**config.mk**
```make
export PLATFORM = sky130hd
export DESIGN_NAME = pixel_write_queue
export DESIGN_NICKNAME = d
export VERILOG_FILES = /design/src/rtl/pixel_write_queue.sv
export SDC_FILE = /design/constraint.sdc
export NUM_CORES = 1
export LEC_CHECK = 0
export ABC_AREA = 1
export BUFFER_PORTS_ARGS = -buffer_cell sky130_fd_sc_hd__buf_2
export CAP_MARGIN = 0
export CORE_UTILIZATION = 45
export CTS_CLUSTER_SIZE = 20
export DETAILED_ROUTE_END_ITERATION = 10
export PLACE_DENSITY_LB_ADDON = 0.1
export SLEW_MARGIN = 10
export SYNTH_ARGS = -nofsm -noshare
export SYNTH_HDL_FRONTEND = slang
export SYNTH_HIERARCHICAL = 1
export SYNTH_SLANG_ARGS = --single-unit
export TNS_END_PERCENT = 5
```
**constraint.sdc**
```tcl
create_clock -name clk -period 8.1 [get_ports clk]
set_input_delay 1.62 -clock clk [delete_from_list [all_inputs] [get_ports clk]]
set_output_delay 1.62 -clock clk [all_outputs]
set_load 0.01 [all_outputs]
```
**src/rtl/pixel_write_queue.sv**
```systemverilog
// Plot-stream to frame-buffer writer: range check, FIFO buffering, y*H_RES+x addressing.
// Latency: plot at edge N -> fb_we with address after edge N+1; 1 pixel/cycle sustained.
// Backpressure: fb_busy holds the output register; ready drops at DEPTH queued; rejects are counted.

module fifo #(
  parameter int W     = 8,
  parameter int DEPTH = 8
) (
  input  logic                     clk,
  input  logic                     reset,
  input  logic                     push,
  input  logic [W-1:0]             wr_dat,
  input  logic                     pop,
  output logic [W-1:0]             rd_dat,
  output logic [$clog2(DEPTH):0]   level
);
  localparam int AW = $clog2(DEPTH);
  localparam int LW = AW + 1;

  logic [W-1:0]  mem [DEPTH];
  logic [AW-1:0] wr_ptr;
  logic [AW-1:0] rd_ptr;

  // The caller never pushes when full or pops when empty.
  always_ff @(posedge clk) begin
    if (reset) begin
      wr_ptr <= '0;
      rd_ptr <= '0;
      level  <= '0;
    end else begin
      if (push) wr_ptr <= wr_ptr + AW'(1);
      if (pop)  rd_ptr <= rd_ptr + AW'(1);
      level <= level + LW'(push) - LW'(pop);
    end
  end

  always_ff @(posedge clk) begin
    if (push) mem[wr_ptr] <= wr_dat;
  end

  assign rd_dat = mem[rd_ptr];
endmodule

module pixel_write_queue #(
  parameter int DEPTH = 8,
  parameter int H_RES = 320,
  parameter int V_RES = 240
) (
  input  logic                     clk,
  input  logic                     reset,
  input  logic [8:0]               x,
  input  logic [7:0]               y,
  input  logic [11:0]              c,
  input  logic                     plot,
  output logic                     ready,
  output logic [16:0]              fb_addr,
  output logic [11:0]              fb_data,
  output logic                     fb_we,
  input  logic                     fb_busy,
  output logic [$clog2(DEPTH):0]   level,
  output logic [7:0]               ovf_count,
  output logic [7:0]               oob_count
);
  localparam int LW = $clog2(DEPTH) + 1;

  typedef struct packed {
    logic [8:0]  x;
    logic [7:0]  y;
    logic [11:0] c;
  } pix_t;

  pix_t        in_pix;
  pix_t        head_pix;
  logic        in_range;
  logic        full;
  logic        push;
  logic        pop;
  logic        out_free;
  logic [16:0] head_addr;

  assign in_pix   = '{x: x, y: y, c: c};
  assign in_range = (x < 9'(H_RES)) && (y < 8'(V_RES));
  assign full     = (level == LW'(DEPTH));
  assign ready    = !full;
  // Full is judged on the registered level, so a same-cycle pop never admits a push.
  assign push     = plot && in_range && !full;
  assign out_free = !fb_we || !fb_busy;
  assign pop      = out_free && (level != '0);
  assign head_addr = 17'(head_pix.y) * 17'(H_RES) + 17'(head_pix.x);

  fifo #(
    .W     ($bits(pix_t)),
    .DEPTH (DEPTH)
  ) u_fifo (
    .clk    (clk),
    .reset  (reset),
    .push   (push),
    .wr_dat (in_pix),
    .pop    (pop),
    .rd_dat (head_pix),
    .level  (level)
  );

  always_ff @(posedge clk) begin
    if (reset) begin
      fb_we   <= 1'b0;
      fb_addr <= '0;
      fb_data <= '0;
    end else if (out_free) begin
      fb_we <= pop;
      if (pop) begin
        fb_addr <= head_addr;
        fb_data <= head_pix.c;
      end
    end
  end

  // Range rejects take priority, so a pixel lands in at most one counter.
  always_ff @(posedge clk) begin
    if (reset) begin
      ovf_count <= '0;
      oob_count <= '0;
    end else begin
      if (plot && !in_range && oob_count != 8'hFF)
        oob_count <= oob_count + 8'd1;
      if (plot && in_range && full && ovf_count != 8'hFF)
        ovf_count <= ovf_count + 8'd1;
    end
  end
endmodule

```
==> metrics.txt, run 1 <==
status finished clean; fmax ~210 MHz; drt total wl 28,900 um; number of synthesized flops with an enable pin between 200 and 250; Setup crit start kind flip-flop; Initial Util 45.9%; postcts setup bufs 0; Global Route Usage Sum 19.8%; #FFs+latches synth slightly below 300; 1st-pass router iterations 7; cell row count 62; post-synthesis cell count 1,431; Period Utilization, post-route 58.3%; CTS Root Cell clkbuf_16; Max clock buf depth 3; Hold Path Class reg -> reg; TritonCTS buffer count 35; worst-path maximum fanout 63; cell breakdown of the critical path clkinv_2, buf_4, nand2_1, nand3_1, nand2_1, nand2_1, nand2_1, ha_1, ha_1, fa_1, nand2_1, nor2_1, nand2_1, a21oi_2, nand3_2, o21ai_1, nand3_1, nand2_1, inv_1; Crit path max-delay family buffers and inverters; Leakage 6.94 nW; buffer and inverter count on the worst path 3; IR drop worst, VDD 0.154 mV; CORE AREA around 29,000 um2; GP Congestion just under 0.8; clk sinks 291; clock latency on the worst-skew pair 500 ps; Seq/Total Area, Yosys 61.7%; Synthesis Warnings 6; Post-route DRC 0; vias in the first global route around 8,500; Core Util, Final 52.2%; Avg Inst Size Synth about 9.2 um2; final hold viol count 0; Crit path top cell by count nand2_1; DR vias/cell roughly 4.7; placed instance area 13,900 um2; critical path required time 8480 ps; post-CTS resize count 0; Async SR Flop Fraction 0%; ys flop type edfxtp_1; largest net degree at the start of global routing 69; CP Capture Type flip-flop; Tmin final 4720 ps; # IOs 84; Hold-fix buffers, CTS 0; MaxCap Viol Count 0; CTS tree done; RSZ-0062 raised after global routing no; Crit-path slowest cell clkinv_2; endpoints failing setup 0; die height 173 um; 1st-iter DRT viols 491; Power Density around 340 nW/um2; worst relative slew slack 17.3%; first-pass GRT wire length about 46,000 um; Setup Crit Path Kind reg -> reg; Clock transition at path regs 50 ps; Die W 173 um; antenna violations before repair 2; die area 30,100 um2; Final Max Slew Viols 0; Netlist Area Pre-Place 13,200 um2; Filler Cell Count 2,662; H-tree Lvls 2; Post-DP HPWL around 16,000 um; grt total ovfl 0; area delta synth->final 13.6%; post-detailed-route count of antenna-violating nets 0; layout cells sized above 1 10.8%; Least-Margin Pin Slew 1240 ps; critical path arrival 5110 ps; Final #Nets approximately 1,600; total negative setup slack 0 ps; synth unique cells 35; input/output buffers 83; routed via count 9,008; wire per inst 15.1 um; Crit path largest cell delay 780 ps; post-route cell area ~15,000 um2; Syn Nets 1,490; clk_skew 18.8 ps
## final timing paths
kind / endpoint / slack (ps) / startpoint / cells past startpoint
hold / removal: oob_count[0] / 490 / oob_count[0] / 1
hold reg to reg: oob_count[0] / 490 / oob_count[0] / 1
setup reg to reg: fb_addr[15] / 3380 / flip-flop / 19
setup / recovery: fb_addr[15] / 3380 / flip-flop / 19
## synthesized netlist by cell type (5+ instances only)
cell | number | area [um2]
dfxtp_1 | 59 | 1180
edfxtp_1 | 232 | 6970
nor2_1 | 86 | 323
clkbuf_1 | 16 | 60.1
xnor2_1 | 7 | 61.3
buf_2 | 25 | 125
buf_6 | 7 | 78.8
nand4_1 | 7 | 43.8
ha_1 | 23 | 288
a21oi_1 | 22 | 110
nand2_1 | 449 | 1690
nand3_1 | 136 | 681
o21ai_0 | 35 | 175
inv_1 | 276 | 1040
inv_2 | 5 | 18.8
buf_4 | 7 | 52.6
xor2_1 | 5 | 43.8
## metal layers
metal | routed length, um | track usage (%) | vias up
met5 | 0 | 0 | -
met4 | 450 | 4.98 | 0
met2 | 13700 | 33.6 | 162
li1 | - | - | 4653
met1 | 13500 | 26.5 | 4155
met3 | 1280 | 3.03 | 38
## registers in the layout, indices dropped and copies added (netlist names), named ones only
register and flops:
fb_we 1, u_fifo/wr_ptr 3, u_fifo/rd_ptr 3, fb_addr 17, u_fifo/mem 232, ovf_count 8, u_fifo/level 4, oob_count 8
fb_data 12
## cells by family (layout without fill, tap and decap cells)
| family | count (synthesis) | in the layout | synth area share, % |
|---|---|---|---|
| buf+inv | 338 | 436 | 10.4 |
| compound gates | 72 | 72 | 2.95 |
| other cells | 0 | 1 | 0 |
| xor+xnor | 13 | 13 | 0.919 |
| simple gates | 691 | 691 | 21.4 |
| fa+ha+maj | 26 | 26 | 2.63 |
| flops | 291 | 291 | 61.7 |
## report_power, final
| group | total [mW] | switching (mW) | internal, mW |
|---|---|---|---|
| clock | 1.41 | 0.559 | 0.855 |
| sequential | 1.82 | 0.0829 | 1.74 |
| combinational | 1.86 | 1.22 | 0.647 |
## final cells by class
| type | count | area, um2 | area share, % |
|---|---|---|---|
| antenna | 1 | 2.50 | 0.0167 |
| clock buffer | 52 | 970 | 6.46 |
| clock inverter | 9 | 65.1 | 0.433 |
| inverter | 282 | 1060 | 7.06 |
| multi-input combinational | 802 | 3760 | 25.0 |
| sequential | 291 | 8150 | 54.3 |
| tap | 384 | 480 | 3.20 |
| timing repair buffer | 93 | 523 | 3.48 |
## through the flow
step	total power, mW	setup slack, ps	hold WS, ps	instances
floorplan	3.29	3870	465	1431
finish	5.10	3380	491	1914
CTS	5.17	3310	495	1911
detailed placement	3.73	3360	486	1850
global placement	3.72	3420	473	1850
global route	5.51	2860	506	1913
## cell usage in the layout, fill, tap and decap left out, types with 2 or more instances in the layout
master       n
buf_4        8
dfxtp_1     57
xor2_1       5
buf_2       83
nor2_1      78
or2_2        2
clkinv_1     8
nand4_1      7
a21oi_2      4
a31oi_1      3
nand3_1    136
clkbuf_8     3
ha_1        23
nor2_2       4
edfxtp_1   232
o21ai_1      4
o21ai_0     35
xnor2_1      7
a21oi_1     22
nand2_1    449
clkbuf_1    14
fa_1         3
inv_2        4
inv_1      276
nand3_2      2
nor2_4       8
clkbuf_16   35
## worst reg2reg max path, cell delays in order, from the launching register on
cell and delay [ps]:
dfxtp_4 720, clkinv_2 800, buf_4 660, nand2_1 160, nand3_1 90, nand2_1 90
nand2_1 50, nand2_1 160, ha_1 260, ha_1 240, fa_1 550, nand2_1 80
nor2_1 80, nand2_1 70, a21oi_2 190, nand3_2 110, o21ai_1 130, nand3_1 80
nand2_1 70, inv_1 30
Note: power is estimated with default switching activity, not from simulation.
==> run 2: changes to the inputs <==
- clock period: 8.1 -> 3.83 ns (I/O delays scaled with it)
==> run 2 against run 1 <==
Compared with the run above: flip-flop and latch count unchanged; worst setup slack got worse by 2800 ps; utilization increased by 0.41 points; count of clock-buffer cells in the layout increased by 1; first-iteration DRC count increased by 39%; highest routed layer unchanged; final cell count increased by 0.73%; critical endpoint unchanged; register-to-register slack got worse by 2800 ps.
==> metrics.txt, run 2 (synthesis gave the netlist of run 1 again) <==
R2R Setup Slk 570 ps; area delta synth->final 14.5%; postcts setup bufs 0; max reg flops 232; Global Route Usage Sum 20.2%; critical path arrival 3650 ps; routed via count around 9,200; CTS tree done; RSZ-0062 raised after global routing no; worst relative slew slack 40.9%; Tmin final ~3300 ps; die area around 30,000 um2; commonest non-fill, non-tap cell in the layout nand2_1; placed instance area 14,100 um2; Clock transition at path regs around 50 ps; CORE AREA 28,800 um2; final hold viol count 0; clk sinks 291; Tot Pwr between 10 and 15 mW; Final Max Slew Viols 0; worst hold path cell count 1; reg2reg path depth 18; fmax 307 MHz; post-CTS resize count 0; layout cells sized above 1 11.9%; Setup Crit Path Kind reg -> reg; drt total wl between 20,000 and 30,000 um; wire per inst between 15 and 20 um; Filler Cell Count 2,632; DR WL met3 1160 um; Largest regs u_fifo/mem (232), fb_addr (17), fb_data (12); Critical Path Sink fb_addr[15]; Initial Util 45.9%; critical path required time 4220 ps; antenna violations before repair 1; clock latency on the worst-skew pair 500 ps; Crit path largest cell delay 540 ps; total negative setup slack 0 ps; DR vias/cell 4.76; Leakage around 7 nW; GP Congestion 0.798; clk_skew 13.1 ps; cell breakdown of the critical path inv_2, buf_4, nand3_1, nand2_1, nand2_1, nand2_1, ha_1, ha_1, fa_1, nand2_1, nor2_1, nand2_1, a21oi_2, nand3_2, o21ai_1, nand3_1, nand2_1, inv_1; die height between 150 and 200 um; 1st-pass router iterations 8; status finished clean; Setup crit start kind flip-flop; Hold Path Class reg -> reg; Power Density 717 nW/um2; post-detailed-route count of antenna-violating nets 0; Crit path top cell by count nand2_1; # IOs 84; Least-Margin Pin Slew 886 ps; Die W 173 um; MaxCap Viol Count 0; CP Capture Type flip-flop; WL met2 13,500 um; 1st-iter DRT viols approximately 700; vias in the first global route around 8,800; most frequent cells in the layout 449 x nand2_1, 276 x inv_1, 232 x edfxtp_1, 136 x nand3_1, 83 x buf_2; Post-DP HPWL 17,900 um; post-route cell area 15,100 um2; input/output buffers slightly above 80; first-pass GRT wire length 47,500 um; Biggest register u_fifo/mem; CTS Root Cell clkbuf_16; max layer used met4; Hold-fix buffers, CTS 0; Crit-path slowest cell dfxtp_2; cell row count 62; Min Hold Slack 496 ps; Post-route DRC 0; IR drop worst, VDD 0.404 mV; grt total ovfl 0; Max clock buf depth 3; TritonCTS buffer count 34; Period Utilization, post-route 85.1%; FF-to-FF End fb_addr[15]; endpoints failing setup 0; largest net degree at the start of global routing 117; H-tree Lvls 2; Final #Nets 1,579; met1 wire length roughly 14,000 um; worst-path maximum fanout 22
## run 2: stage by stage
stage	instances	utilization [%]	worst slack, ps
final	1928	52.6	569
after global routing	1927	52.6	231
after CTS	1927	52.6	551
after detailed placement	1868	49.0	427
after global placement	1868	49.0	461
after floorplan	1431	-	453
## run 2: worst max-delay path, delay by kind of cell, from the launching register on
family | cells | cell delay (ps)
buffers and inverters | 3 | 420
AND/OR/NAND/NOR | 10 | 870
flip-flops | 1 | 540
adder cells (fa/ha/maj) | 3 | 1010
AO/OA/AOI/OAI | 2 | 310
## run 2: layer usage
layer	vias up	GRT usage [%]
met5	-	0
met4	0	6.19
met3	36	2.98
met2	186	32.9
met1	4275	28.0
li1	4673	-
## run 2: how the worst min path moves through the flow
stage	startpoint	to
floorplan	u_fifo/wr_ptr[0]	u_fifo/wr_ptr[0]
global placement	oob_count[0]	oob_count[0]
detailed placement	oob_count[0]	oob_count[0]
CTS	u_fifo/wr_ptr[0]	u_fifo/wr_ptr[0]
global route	oob_count[0]	oob_count[0]
finish	oob_count[0]	oob_count[0]
## run 2: final cells by class
cell class / count / area (um2) / area share [%]
Clock inverter: 6 / 31.3 / 0.207
Sequential cell: 291 / 8150 / 53.9
Timing Repair Buffer: 109 / 661 / 4.37
Tap cell: 384 / 480 / 3.18
Antenna cell: 1 / 2.50 / 0.0165
Clock buffer: 53 / 983 / 6.50
Multi-Input combinational cell: 802 / 3760 / 24.8
Inverter: 282 / 1060 / 7.00
## run 2: where the power goes
group	internal (mW)	switching [mW]
combinational	1.43	2.66
clock	1.76	1.20
sequential	3.67	0.127
total	6.86	3.98
==> run 3: changes to the inputs <==
- SLEW_MARGIN: 10 -> unset
- clock period: 3.83 -> 3.8 ns (I/O delays scaled with it)
==> run 3 against run 2 <==
Compared with the run above: clock power about the same; critical path depth is the same; first-iteration DRC count shrank 19%; count of clock-buffer cells in the layout shrank 4; total power is 0.82% higher; hold slack got worse by 18 ps; non-clock buffer count is the same; design area shrank 0.12%; register-to-register slack got worse by 80 ps; largest power group unchanged.
==> metrics.txt, run 3 (synthesis gave the netlist of run 1 again) <==
die height 173 um; wire per inst 15.5 um; Final #Nets roughly 1,600; die area 30,100 um2; total negative setup slack 0 ps; RSZ-0062 raised after global routing no; Biggest register u_fifo/mem; Die W between 150 and 200 um; max reg flops between 200 and 250; Clock transition at path regs 60 ps; # diodes 0; IR drop worst, VDD 0.445 mV; placed instance area 14,100 um2; Tmin final 3310 ps; worst-path maximum fanout 46; reg2reg path depth 18; H-tree Lvls 1; Final Max Slew Viols 0; post-detailed-route count of antenna-violating nets 0; critical path required time 4250 ps; Crit path max-delay family adder cells; Post-DP HPWL 18,000 um; worst hold path cell count 1; cell count after placement 1,868; Crit path top cell by count nand2_1; worst relative slew slack 35.1%; Setup crit start kind flip-flop; CORE AREA 28,800 um2; Period Utilization, post-route 87.1%; post-route cell area around 15,000 um2; area delta synth->final 14.4%; 1st-pass router iterations 5; 1st-iter DRT viols 553; postcts setup bufs 0; DR vias/cell between 4 and 5; buffer and inverter count on the worst path 3; fmax 302 MHz; Largest regs u_fifo/mem (232), fb_addr (17), fb_data (12); CTS tree done; Initial Util between 40 and 50%; Crit path largest cell delay 600 ps; cell breakdown of the critical path clkinv_2, buf_4, nand2_1, nand3_1, nand2_1, nand2_1, nand2_1, ha_1, fa_1, nand2_1, nor2_1, nand2_1, a21oi_2, nand3_2, o21ai_1, nand3_1, nand2_1, inv_1; CP Capture Type flip-flop; critical path depth in cells 18; commonest non-fill, non-tap cell in the layout nand2_1; clock latency on the worst-skew pair 550 ps; Leakage 7.00 nW; first-pass GRT wire length around 48,000 um; Power Density 723 nW/um2; most frequent cells in the layout 449 x nand2_1, 276 x inv_1, 232 x edfxtp_1, 136 x nand3_1, 83 x buf_2; antenna violations before repair 1; post-CTS resize count 0; status finished clean; drt total wl 29,900 um; Global Route Usage Sum 20.3%; MaxCap Viol Count 0; vias in the first global route 8,853; cell row count 62; Crit-path slowest cell fa_1; GP Congestion around 0.78; input/output buffers between 80 and 90; Least-Margin Pin Slew 973 ps; Core Util, Final 52.5%; clk sinks approximately 290; routed via count about 9,000; largest net degree at the start of global routing 59; critical path arrival 3760 ps; Hold-fix buffers, CTS 0; final non-filler cell total 1,925; Filler Cell Count 2,675; CTS Root Cell clkbuf_16; endpoints failing setup 0; grt total ovfl 0; final hold viol count 0; TritonCTS buffer count 31; clk_skew 8.43 ps; Hold Path Class in -> reg; Setup Crit Path Kind reg -> reg; layout cells sized above 1 11.8%; Max clock buf depth 3; # IOs 84; Post-route DRC 0
-- run 3: routing by layer --
| metal | part of all wire (%) | vias to the layer above | track usage [%] | wire, um |
|---|---|---|---|---|
| met3 | 3.4 | 41 | 2.41 | 1020 |
| li1 | - | 4672 | - | - |
| met5 | 0 | - | 0 | 0 |
| met2 | 46 | 151 | 33.7 | 13900 |
| met1 | 48 | 4306 | 28.5 | 14500 |
| met4 | 1.8 | 0 | 4.79 | 552 |
-- run 3: per-stage QoR --
step / worst slack [ps] / hold WS (ps) / total power, mW
2_1_floorplan: 429 / 465 / 7.01
3_3_place_gp: 503 / 477 / 8.01
3_5_place_dp: 466 / 488 / 8.05
4_1_cts: 454 / 462 / 11.1
5_1_grt: 141 / 470 / 11.7
6_report: 491 / 478 / 10.9
-- run 3: final timing paths --
kind / from / endpoint / slack (ps)
min reg2reg: oob_count[0] / oob_count[0] / 490
max reg2reg: flip-flop / fb_addr[15] / 490
min: x[5] / u_fifo/mem[4][25] / 480
max: flip-flop / fb_addr[15] / 490
-- run 3: layout make-up --
type / instances / area (um2) / share of cell area, %
Sequential cell: 291 / 8150 / 53.9
Timing Repair Buffer: 109 / 661 / 4.37
Clock buffer: 49 / 883 / 5.85
Multi-Input combinational cell: 802 / 3760 / 24.9
Inverter: 282 / 1060 / 7.01
Clock inverter: 8 / 115 / 0.762
Tap cell: 384 / 480 / 3.18
-- run 3: power by group --
group / total, mW / switching [mW] / internal, mW
combinational: 4.11 / 2.68 / 1.44
sequential: 3.84 / 0.138 / 3.70
clock: 2.98 / 1.20 / 1.78
total: 10.9 / 4.01 / 6.92
